===== config.mk =====
export PLATFORM = sky130hd
export DESIGN_NAME = uart_tx_ctrl
export DESIGN_NICKNAME = d
export VERILOG_FILES = /design/src/rtl/uart_tx_ctrl.sv
export SDC_FILE = /design/constraint.sdc
export NUM_CORES = 1
export LEC_CHECK = 0
export ABC_AREA = 1
export BUFFER_PORTS_ARGS = -buffer_cell sky130_fd_sc_hd__buf_2
export CAP_MARGIN = 20
export CORE_ASPECT_RATIO = 0.8
export CORE_MARGIN = 1.5
export CORE_UTILIZATION = 30
export DETAILED_ROUTE_END_ITERATION = 10
export PLACE_DENSITY_LB_ADDON = 0.25
export SYNTH_ARGS = -nofsm -noshare
export SYNTH_HDL_FRONTEND = slang
export SYNTH_SLANG_ARGS = --single-unit

===== constraint.sdc =====
create_clock -name CLK -period 2.7 [get_ports CLK]
set_clock_uncertainty 0.15 [all_clocks]
set_input_delay 0.27 -clock CLK [delete_from_list [all_inputs] [get_ports CLK]]
set_output_delay 0.27 -clock CLK [all_outputs]
set_load 0.01 [all_outputs]

===== src/rtl/uart_tx_ctrl.sv =====
// UART transmit frame sequencer: start, data, optional parity and 1/2 stop bits,
// each lasting a programmable number of clock cycles; drives serializer and line mux.
module uart_tx_ctrl #(
    parameter int DATA_W = 8,
    parameter int PS_W   = 6
) (
    input  logic            CLK,
    input  logic            RST,
    input  logic            Data_Valid,
    input  logic            PAR_EN,
    input  logic            Stop2,
    input  logic [PS_W-1:0] Prescale,
    output logic            Busy,
    output logic            Ser_Load,
    output logic            Ser_Shift,
    output logic [1:0]      Mux_Sel,
    output logic            Frame_Done
);

    localparam int BC_W = (DATA_W > 1) ? $clog2(DATA_W) : 1;

    localparam logic [1:0] MUX_START = 2'b00;
    localparam logic [1:0] MUX_DATA  = 2'b01;
    localparam logic [1:0] MUX_PAR   = 2'b10;
    localparam logic [1:0] MUX_IDLE  = 2'b11;

    typedef enum logic [2:0] {
        S_IDLE   = 3'd0,
        S_START  = 3'd1,
        S_DATA   = 3'd2,
        S_PARITY = 3'd3,
        S_STOP   = 3'd4
    } state_t;

    state_t          r_state;
    state_t          w_state_nxt;
    logic [PS_W-1:0] r_pcnt;
    logic [PS_W-1:0] w_pcnt_nxt;
    logic [PS_W-1:0] r_prescale;
    logic [PS_W-1:0] w_prescale_nxt;
    logic [BC_W-1:0] r_bcnt;
    logic [BC_W-1:0] w_bcnt_nxt;
    logic            r_stop_cnt;
    logic            w_stop_cnt_nxt;
    logic            r_par_en;
    logic            w_par_en_nxt;
    logic            r_stop2;
    logic            w_stop2_nxt;

    logic            r_busy;
    logic            r_ser_shift;
    logic            r_frame_done;
    logic [1:0]      r_mux_sel;
    logic            w_busy_nxt;
    logic            w_shift_nxt;
    logic            w_done_nxt;
    logic [1:0]      w_mux_nxt;

    logic            w_accept;
    logic            w_period_end;
    logic [PS_W-1:0] w_ps_eff;

    assign w_accept     = Data_Valid && (r_state == S_IDLE);
    assign w_ps_eff     = (Prescale == '0) ? PS_W'(1) : Prescale;
    assign w_period_end = (r_pcnt == (r_prescale - PS_W'(1)));

    // Next-state and counter update; configuration is only sampled on accept.
    always_comb begin
        w_state_nxt    = r_state;
        w_pcnt_nxt     = r_pcnt;
        w_bcnt_nxt     = r_bcnt;
        w_stop_cnt_nxt = r_stop_cnt;
        w_prescale_nxt = r_prescale;
        w_par_en_nxt   = r_par_en;
        w_stop2_nxt    = r_stop2;

        case (r_state)
            S_IDLE: begin
                if (w_accept) begin
                    w_state_nxt    = S_START;
                    w_pcnt_nxt     = '0;
                    w_prescale_nxt = w_ps_eff;
                    w_par_en_nxt   = PAR_EN;
                    w_stop2_nxt    = Stop2;
                end
            end
            S_START: begin
                if (w_period_end) begin
                    w_state_nxt = S_DATA;
                    w_pcnt_nxt  = '0;
                    w_bcnt_nxt  = '0;
                end else begin
                    w_pcnt_nxt = r_pcnt + PS_W'(1);
                end
            end
            S_DATA: begin
                if (w_period_end) begin
                    w_pcnt_nxt = '0;
                    if (r_bcnt == BC_W'(DATA_W - 1)) begin
                        w_stop_cnt_nxt = 1'b0;
                        w_state_nxt    = r_par_en ? S_PARITY : S_STOP;
                    end else begin
                        w_bcnt_nxt = r_bcnt + BC_W'(1);
                    end
                end else begin
                    w_pcnt_nxt = r_pcnt + PS_W'(1);
                end
            end
            S_PARITY: begin
                if (w_period_end) begin
                    w_state_nxt    = S_STOP;
                    w_pcnt_nxt     = '0;
                    w_stop_cnt_nxt = 1'b0;
                end else begin
                    w_pcnt_nxt = r_pcnt + PS_W'(1);
                end
            end
            S_STOP: begin
                if (w_period_end) begin
                    w_pcnt_nxt = '0;
                    if (r_stop2 && !r_stop_cnt) begin
                        w_stop_cnt_nxt = 1'b1;
                    end else begin
                        w_state_nxt = S_IDLE;
                    end
                end else begin
                    w_pcnt_nxt = r_pcnt + PS_W'(1);
                end
            end
            default: begin
                w_state_nxt = S_IDLE;
                w_pcnt_nxt  = '0;
            end
        endcase
    end

    // Registered outputs are derived from the next state so they move with it.
    always_comb begin
        w_busy_nxt  = (w_state_nxt != S_IDLE);
        w_shift_nxt = (w_state_nxt == S_DATA) &&
                      (w_pcnt_nxt == (w_prescale_nxt - PS_W'(1)));
        w_done_nxt  = (r_state == S_STOP) && (w_state_nxt == S_IDLE);
        case (w_state_nxt)
            S_START:  w_mux_nxt = MUX_START;
            S_DATA:   w_mux_nxt = MUX_DATA;
            S_PARITY: w_mux_nxt = MUX_PAR;
            default:  w_mux_nxt = MUX_IDLE;
        endcase
    end

    always_ff @(posedge CLK or posedge RST) begin
        if (RST) begin
            r_state      <= S_IDLE;
            r_pcnt       <= '0;
            r_bcnt       <= '0;
            r_stop_cnt   <= 1'b0;
            r_prescale   <= '0;
            r_par_en     <= 1'b0;
            r_stop2      <= 1'b0;
            r_busy       <= 1'b0;
            r_mux_sel    <= MUX_IDLE;
            r_ser_shift  <= 1'b0;
            r_frame_done <= 1'b0;
        end else begin
            r_state      <= w_state_nxt;
            r_pcnt       <= w_pcnt_nxt;
            r_bcnt       <= w_bcnt_nxt;
            r_stop_cnt   <= w_stop_cnt_nxt;
            r_prescale   <= w_prescale_nxt;
            r_par_en     <= w_par_en_nxt;
            r_stop2      <= w_stop2_nxt;
            r_busy       <= w_busy_nxt;
            r_mux_sel    <= w_mux_nxt;
            r_ser_shift  <= w_shift_nxt;
            r_frame_done <= w_done_nxt;
        end
    end

    assign Ser_Load   = w_accept;
    assign Busy       = r_busy;
    assign Mux_Sel    = r_mux_sel;
    assign Ser_Shift  = r_ser_shift;
    assign Frame_Done = r_frame_done;

endmodule


==> results_dict.tcl, run 1 <==
set metrics [dict create \
    portBuffers 16 \
    cts_buffer_depth 2 \
    dr_total_vias 1656 \
    drtAntennaViolNets 0 \
    fp.dieW_um 90.7 \
    yosysWarnings 0 \
    worst_path_max_delay_cell "dfrtp_1" \
    worstSetupEndpointType "flip-flop" \
    synth_cells 266 \
    yosys_register_bits 26 \
    synth-xor-area-share 0.0142 \
    synthAdderAreaFrac 0.0339 \
    cp.required_ns 2.76 \
    max_clock_freq_mhz 424 \
    synth.distinct_cells 32 \
    vias_per_cell 4.46 \
    grt_pass1_vias 1493 \
    crit_buf_inv 1 \
    final-hold-violation-count 0 \
    leakagePower_uw 0.00108 \
    cp_slowest_stage_delay_ns 0.44 \
    die-area_um2 6630 \
    synthMuxAreaShare 0 \
    finalSetupViolations 0 \
    ios 17 \
    rows 25 \
    path_depth 13 \
    synth.top_cell.area_share 0.325 \
    start_util 0.312 \
    placed_cell_area_um2 2050 \
    wire_per_inst_um 11.5 \
    synth_top_family_by_area "simple AND/OR/NAND/NOR gates" \
    r2r_start "r_state[1]" \
    synth-simple-area-share 0.447 \
    seq_area_frac_synth 0.354 \
    path_cells "nor2_2, nand3_2, nand2_1, o21ai_4, ha_1, inv_1, nor2_4, nor2_1, nand3b_1, nand2_1, nor2_1, nand3_1, nor2_1" \
    critical_path_class "reg2reg" \
    cp.arrival_ns 2.42 \
    gp_congestion 0.836 \
    powerDensity_nw_per_um2 346 \
    cp-startpoint "r_state[1]" \
    syn-num-nets 282 \
    slew_headroom 0.655 \
    peakVddDrop_v 0.000147 \
    finalSetupTns_ns 0 \
    syn2layout_area_growth_pct 15.3 \
    timing.rr.end "Ser_Shift" \
    hold_path_class "in2reg" \
    synth_top_cell_by_area "dfrtp_1" \
    antenna_cells 0 \
    preCtsSetupSlack_ns 0.356 \
    worst_slew_pin_slew_ns 0.513 \
    die_h_um 73.2 \
    timing.final.ws_setup_ns 0.342 \
    postLayoutCellArea_um2 2130 \
    core-area_um2 5910 \
    syn_area_um2 1850 \
    crit_fanout 8 \
    cts_tree "built" \
    path_clk_slew_ns 0.09 \
    htreeDepth 1 \
    rsz0062_at_grt "false" \
    overflow 0 \
    post-route-min-period_ns 2.36 \
    antenna_found_initial 0 \
    status "finished, final reports clean" \
    cp-endpoint "Ser_Shift" \
    finalCritPeriodShare 0.873 \
    ctsResizeCount 0 \
    drtIter0Drc 87 \
    reg2regPathDepth 13 \
    netlist_top_cells_area "dfrtp_1, nand2_1, inv_1" \
    routed_wl_mm 4.26 \
    maxSlewViolCount 0 \
    drcViolationCount 0 \
    drive_above_1_share 0.207 \
    cts_setup_buffers 0 \
    root_buffer "clkbuf_8" \
    max-cap-violations 0 \
    cts_made_buffers 3 \
    cp_top_family "simple AND/OR/NAND/NOR gates" \
    nets 307 \
    dp_hpwl_mm 3.43 \
    insertion_delay_ns 0.27 \
    ff2ff_setup_slack_ns 0.34 \
    cts.sinks 26 \
    syn_avg_cell_area_um2 6.94 \
    synth_compound_area_frac 0.0610 \
    grt_pass1_wl_mm 7.14 \
    globalRouteTotalUtil 0.137 \
    critPathLaunchType "flip-flop" \
    grt_start_max_net_pins 27 \
    crit_top_cell "nor2_1" \
    firstDrtPassIters 4 \
]
## routing by layer
metal | vias up | GRT usage | routed length (um)
li1 | 881 | - | -
met1 | 735 | 0.213 | 2380
met2 | 32 | 0.195 | 1670
met3 | 8 | 0.0135 | 132
met4 | 0 | 0.0459 | 79
met5 | - | 0 | 0
## placed cells by master (no fill, tap or decap), types with 3 or more instances in the layout
cell / count
nor2_4: 3
ha_1: 5
buf_2: 16
inv_1: 35
nand2_1: 89
inv_2: 5
nor2_2: 5
nand2_2: 8
nor2_1: 29
xnor2_1: 3
buf_4: 4
clkbuf_8: 3
o21ai_0: 5
nand3_1: 22
dfrtp_1: 24
nand4_1: 5
nand3_2: 4
## sequential cells by signal (all words and copies together), names as in the netlist, 2 cells and up
register / count
Mux_Sel: 2
r_bcnt: 3
r_pcnt: 6
r_prescale: 6
r_state: 3
## worst register-to-register path: cells and delay by family (launching register included)
family,cells,cell delay (ns)
AND/OR/NAND/NOR,10,1.29
adder cells (fa/ha/maj),1,0.23
AO/OA/AOI/OAI,1,0.11
buffers and inverters,1,0.09
flip-flops,1,0.44
## kinds of logic (layout without fill, tap and decap cells)
family | Yosys count | in the layout
fa+ha+maj | 5 | 5
buf+inv | 42 | 66
simple gates | 175 | 175
xor+xnor | 3 | 3
compound gates | 15 | 15
flops | 26 | 26
## repair_timing
action / CTS / global route
endpoints found under the hold margin: 24 / 0
hold buffers: 1 / 0
endpoints found under the setup margin: 0 / 0
## synth_stat cells (all sizes together)
| cell | number |
|---|---|
| inv | 40 |
| nor4 | 1 |
| nor3 | 2 |
| or2 | 1 |
| a21oi | 2 |
| o21ai | 11 |
| dfrtp | 24 |
| dfstp | 2 |
| ha | 5 |
| nand4 | 5 |
| clkinv | 1 |
| nand2 | 98 |
| o31ai | 1 |
| o22ai | 1 |
| nand3b | 3 |
| nand3 | 27 |
| buf | 1 |
| xnor2 | 3 |
| nor2 | 37 |
| nor3b | 1 |
## report_power, final
part / total [uW] / leakage [uW] / switching, uW / internal, uW
Combinational: 22.0 / 0.000737 / 14.0 / 7.98
Sequential: 389 / 0.000311 / 0 / 389
Clock: 324 / 0.0000357 / 126 / 198
Total: 736 / 0.00108 / 140 / 596
## metrics by stage
step | util | total power, uW | cells | hold WS (ns)
2_1_floorplan | - | 405 | 266 | 0.159
3_3_place_gp | 0.346 | 419 | 366 | 0.194
3_5_place_dp | 0.346 | 419 | 366 | 0.194
4_1_cts | 0.360 | 747 | 371 | 0.0481
5_1_grt | 0.360 | 770 | 371 | 0.0869
6_report | 0.360 | 736 | 371 | 0.0530
## cell type report
type                       count  area, um2
multi-input combinational    198       1030
clock buffer                   3       41.3
sequential                    26        653
clock inverter                 1       30.0
timing repair buffer          21        120
fill                         621       3780
tap                           81        101
inverter                      41        155
## worst min-delay path by stage
stage	start	slack, ns	to	depth (start not counted)
floorplan	RST	0.16	Busy	1
global placement	RST	0.19	r_bcnt[1]	3
detailed placement	RST	0.19	r_bcnt[1]	3
CTS	PAR_EN	0.05	r_par_en	3
global route	Stop2	0.09	r_stop2	3
finish	PAR_EN	0.05	r_par_en	3
No activity file was read; power rests on OpenSTA's default activity.
==> run 2, diff against run 1 <==
==> constraint.sdc (replaced) <==
create_clock -name CLK -period 2.7 [get_ports CLK]
set_clock_uncertainty 0.15 [all_clocks]
set_input_delay 0.54 -clock CLK [delete_from_list [all_inputs] [get_ports CLK]]
set_output_delay 0.54 -clock CLK [all_outputs]
set_load 0.01 [all_outputs]
==> run 2 against run 1 <==
  * Final cell count shrank 0.54%
  * Clock-buffer cell count grew 1
  * Worst setup slack gained 0.0010 ns
  * Wire length grew 2.0%
  * First-iteration DRC count shrank 14%
  * Largest power group unchanged
==> results_dict.tcl, run 2 (synthesized netlist as in run 1, its figures left out) <==
set metrics [dict create \
    preCtsSetupSlack_ns 0.349 \
    ff2ff_setup_slack_ns 0.34 \
    vias_per_cell 4.38 \
    drtIter0Drc 75 \
    finalCritPeriodShare 0.873 \
    worst_slew_pin_slew_ns 0.414 \
    most-common-layout-cells "nand2_1, inv_1, nor2_1" \
    r2r_start "r_prescale[0]" \
    dp_hpwl_mm 3.49 \
    final-hold-violation-count 0 \
    ios 17 \
    dp.cells 365 \
    insertion_delay_ns 0.28 \
    firstDrtPassIters 6 \
    post-route-min-period_ns 2.36 \
    globalRouteTotalUtil 0.142 \
    grt_pass1_wl_mm 7.45 \
    fp.dieW_um 90.7 \
    rsz0062_at_grt "false" \
    crit_fanout 10 \
    cp_slowest_stage_delay_ns 0.39 \
    nets 305 \
    slew_headroom 0.722 \
    dr_total_vias 1618 \
    cts_setup_buffers 0 \
    final_util 0.354 \
    cts_tree "built" \
    antenna_found_initial 0 \
    routed_wl_mm 4.34 \
    placed_cell_area_um2 2040 \
    die_h_um 73.2 \
    worstSetupEndpointType "flip-flop" \
    powerDensity_nw_per_um2 322 \
    max-cap-violations 0 \
    hold_path_class "in2async" \
    peakVddDrop_v 0.000125 \
    path_cells "inv_1, ha_1, inv_1, nand2_1, nand3_1, nand2_1, nand2_2, nor2_4, nand3_4, nand2_1, nand2_1, nand2_1, nand2_1, nor2_1, nand3_1, nor2_1" \
    reg_top3 "r_pcnt (6), r_prescale (6)" \
    finalNonFillerCells 369 \
    grt_pass1_vias 1500 \
    drcViolationCount 0 \
    cts_made_buffers 3 \
    cts.sinks 26 \
    core-area_um2 5910 \
    timing.final.ws_setup_ns 0.343 \
    wire_per_inst_um 11.8 \
    path_clk_slew_ns 0.10 \
    cp.required_ns 2.76 \
    finalSetupViolations 0 \
    cts_buffer_depth 2 \
    timing.rr.end "Ser_Shift" \
    worst_path_max_delay_cell "dfrtp_1" \
    status "finished, final reports clean" \
    critical_path_class "reg2reg" \
    cts.hold.buffers_added 0 \
    crit_top_cell "nand2_1" \
    rows 25 \
    critPathLaunchType "flip-flop" \
    layout_commonest_cell "nand2_1" \
    grt_start_max_net_pins 27 \
    root_buffer "clkbuf_8" \
    maxSlewViolCount 0 \
    drive_above_1_share 0.205 \
    postLayoutCellArea_um2 2090 \
    portBuffers 16 \
    ctsResizeCount 0 \
    htreeDepth 1 \
    start_util 0.312 \
    syn2layout_area_growth_pct 13.4 \
    cp.arrival_ns 2.42 \
    finalSetupTns_ns 0 \
    overflow 0 \
    drtAntennaViolNets 0 \
    gp_congestion 0.825 \
    leakagePower_uw 0.00107 \
    max_clock_freq_mhz 424 \
    reg2regPathDepth 16 \
    antenna_cells 0 \
    die-area_um2 6630 \
]
[run 2: changes by cell type in the layout (fill, tap and decap cells not counted), sizes merged]
cell         before  now
buf              20   19
bufinv            1    0
clkbuf            3    4
dlygate4sd3       1    0
[run 2: worst max-delay path by stage]
stage | from | endpoint | cells past startpoint
2_1_floorplan | r_state[1] | Ser_Shift | 15
3_3_place_gp | Prescale[2] | Ser_Shift | 16
3_5_place_dp | r_prescale[0] | Ser_Shift | 16
4_1_cts | r_prescale[0] | Ser_Shift | 16
5_1_grt | r_prescale[0] | Ser_Shift | 16
6_report | r_prescale[0] | Ser_Shift | 16
[run 2: metal layers]
layer  routed length [um]  vias up  track usage
met3                  151        4       0.0156
met1                 2400      703        0.218
met2                 1760       34        0.211
met5                    0        -            0
li1                     -      877            -
met4                   36        0       0.0317
[run 2: stage by stage]
stage	hold WS, ns	power (uW)
2_1_floorplan	0.303	405
3_3_place_gp	0.327	419
3_5_place_dp	0.328	419
4_1_cts	0.163	687
5_1_grt	0.201	696
6_report	0.149	675
[run 2: power breakdown]
part | internal (uW) | switching (uW)
Combinational | 7.05 | 14.1
Sequential | 389 | 0
Clock | 131 | 133
[run 2: critical path, delay by kind of cell (launching register included)]
| family | cells | cell delay [ns] |
|---|---|---|
| AND/OR/NAND/NOR | 13 | 1.24 |
| flip-flops | 1 | 0.39 |
| buffers and inverters | 2 | 0.26 |
| adder cells (fa/ha/maj) | 1 | 0.25 |
[run 2: layout make-up]
type | count | area, um2
Timing Repair Buffer | 19 | 103
Inverter | 41 | 155
Multi-Input combinational cell | 198 | 1030
Tap cell | 81 | 101
Fill cell | 622 | 3820
Clock buffer | 4 | 55.1
Sequential cell | 26 | 653
==> run 3, diff against run 2 <==
CORE_UTILIZATION = 35   (was 30)
==> run 3 against run 2 <==
  * Sequential power is essentially flat
  * Clock power grew 25%
  * Final cell count shrank 5.1%
  * Non-clock buffer count is the same
  * Largest cell class unchanged
  * Wire length shrank 2.4%
  * Clock-buffer cell count shrank 1
  * Via count grew 1.5%
  * Global-route usage grew 1.4 points
  * Critical path depth shrank 2
  * Worst setup slack gained 0.052 ns
  * Register-to-register slack gained 0.05 ns
  * Power grew 9.8%
==> results_dict.tcl, run 3 (synthesized netlist as in run 1, its figures left out) <==
set metrics [dict create \
    portBuffers 16 \
    final-hold-violation-count 0 \
    cts.hold.buffers_added 0 \
    grt_pass1_vias 1442 \
    max-cap-violations 0 \
    hold_path_class "in2async" \
    worst_slew_pin_slew_ns 0.377 \
    routed_wl_mm 4.24 \
    core-area_um2 5040 \
    p_sw_frac 0.197 \
    clockPowerShare 0.446 \
    ctsResizeCount 0 \
    layout_commonest_cell "nand2_1" \
    finalNonFillerCells 350 \
    most-common-layout-cells "nand2_1, inv_1, nor2_1" \
    dp.cells 346 \
    critical_path_class "reg2reg" \
    peakVddDrop_v 0.000203 \
    cts_made_buffers 3 \
    rsz0062_at_grt "false" \
    cp.arrival_ns 2.37 \
    grt_start_max_net_pins 27 \
    worstSetupEndpointType "flip-flop" \
    drive_above_1_share 0.205 \
    start_util 0.366 \
    drtIter0Drc 88 \
    status "finished, final reports clean" \
    overflow 0 \
    cts_tree "built" \
    slew_headroom 0.747 \
    finalSetupViolations 0 \
    ios 17 \
    firstDrtPassIters 4 \
    cts_buffer_depth 2 \
    htreeDepth 1 \
    fp.dieW_um 84.2 \
    crit_fanout 7 \
    cp.required_ns 2.76 \
    ff2ff_setup_slack_ns 0.39 \
    finalSetupTns_ns 0 \
    dp_hpwl_mm 3.37 \
    syn2layout_area_growth_pct 13.0 \
    globalRouteTotalUtil 0.155 \
    dr_total_vias 1643 \
    leakagePower_uw 0.00108 \
    antenna_cells 0 \
    power.share.sequential 0.526 \
    die_h_um 68.0 \
    drcViolationCount 0 \
    die-area_um2 5720 \
    insertion_delay_ns 0.27 \
    reg_top3 "r_pcnt (6), r_prescale (6)" \
    cts_setup_buffers 0 \
    antenna_found_initial 0 \
    vias_per_cell 4.69 \
    nets 305 \
    cts.sinks 26 \
    post-route-min-period_ns 2.31 \
    wire_per_inst_um 12.1 \
    p_int_uw 595 \
    root_buffer "clkbuf_8" \
    p_switching_uw 146 \
    critPathLaunchType "flip-flop" \
    maxSlewViolCount 0 \
    max_clock_freq_mhz 434 \
    finalCritPeriodShare 0.854 \
    path_clk_slew_ns 0.10 \
    gp_congestion 0.798 \
    drtAntennaViolNets 0 \
    p_comb_frac 0.029 \
    powerDensity_nw_per_um2 355 \
    rows 23 \
    grt_pass1_wl_mm 6.96 \
]
## run 3: changes by cell type in the layout (fill, tap and decap cells not counted), sizes merged
cell | previous run | this run
clkbuf | 4 | 3
bufinv | 0 | 1
## run 3: through the flow
step	total power, uW	setup WS (ns)	hold WS, ns	area, um2	util
final	741	0.394	0.158	2090	0.414
after global routing	774	0.167	0.182	2090	0.414
after CTS	751	0.390	0.166	2090	0.414
after detailed placement	419	0.326	0.325	2010	0.400
after global placement	419	0.352	0.326	2010	0.400
after floorplan	405	0.619	0.303	1850	-
## run 3: per-layer routing
layer | wire length [um] | track usage | vias to the layer above
met5 | 0 | 0 | -
met4 | 44 | 0.0348 | 0
met3 | 137 | 0.0253 | 4
met2 | 1700 | 0.227 | 24
met1 | 2360 | 0.238 | 743
li1 | - | - | 872
## run 3: path summary, 6_finish.rpt
| check | cells after the start | endpoint | startpoint |
|---|---|---|---|
| worst max-delay path | 14 | Ser_Shift | r_state[1] |
| worst min-delay path | 3 | r_stop2 | RST |
| worst max register to register | 14 | Ser_Shift | r_state[1] |
| worst min register to register | 2 | r_bcnt[1] | r_bcnt[1] |
| max in group asynchronous | 3 | Mux_Sel[0] | RST |
| min in group CLK | 3 | r_stop2 | Stop2 |
## run 3: final cells by class
class | count | area (um2)
sequential | 26 | 653
multi-input combinational | 198 | 1030
fill | 499 | 2950
tap | 62 | 77.6
clock buffer | 3 | 41.3
clock inverter | 1 | 30.0
timing repair buffer | 19 | 103
inverter | 41 | 155
## run 3: worst max-delay path: stages, from the launching register on
cell	delay, ns
dfrtp_1	0.44
nor2_2	0.18
nand3_2	0.18
o21ai_4	0.29
ha_1	0.21
inv_1	0.07
nor2_4	0.12
nand3_1	0.07
nand2_1	0.13
inv_1	0.05
nand2_1	0.06
nand2_1	0.04
nor2_1	0.11
nand2_1	0.06
nor2_1	0.09
## run 3: power groups by stage
| stage | sequential (uW) | combinational (uW) | clock (uW) |
|---|---|---|---|
| after floorplan | 397 | 8.25 | 0 |
| after global placement | 397 | 22.3 | 0 |
| after detailed placement | 397 | 22.0 | 0 |
| after CTS | 389 | 22.1 | 339 |
| after global routing | 389 | 24.4 | 360 |
| final | 389 | 21.4 | 330 |
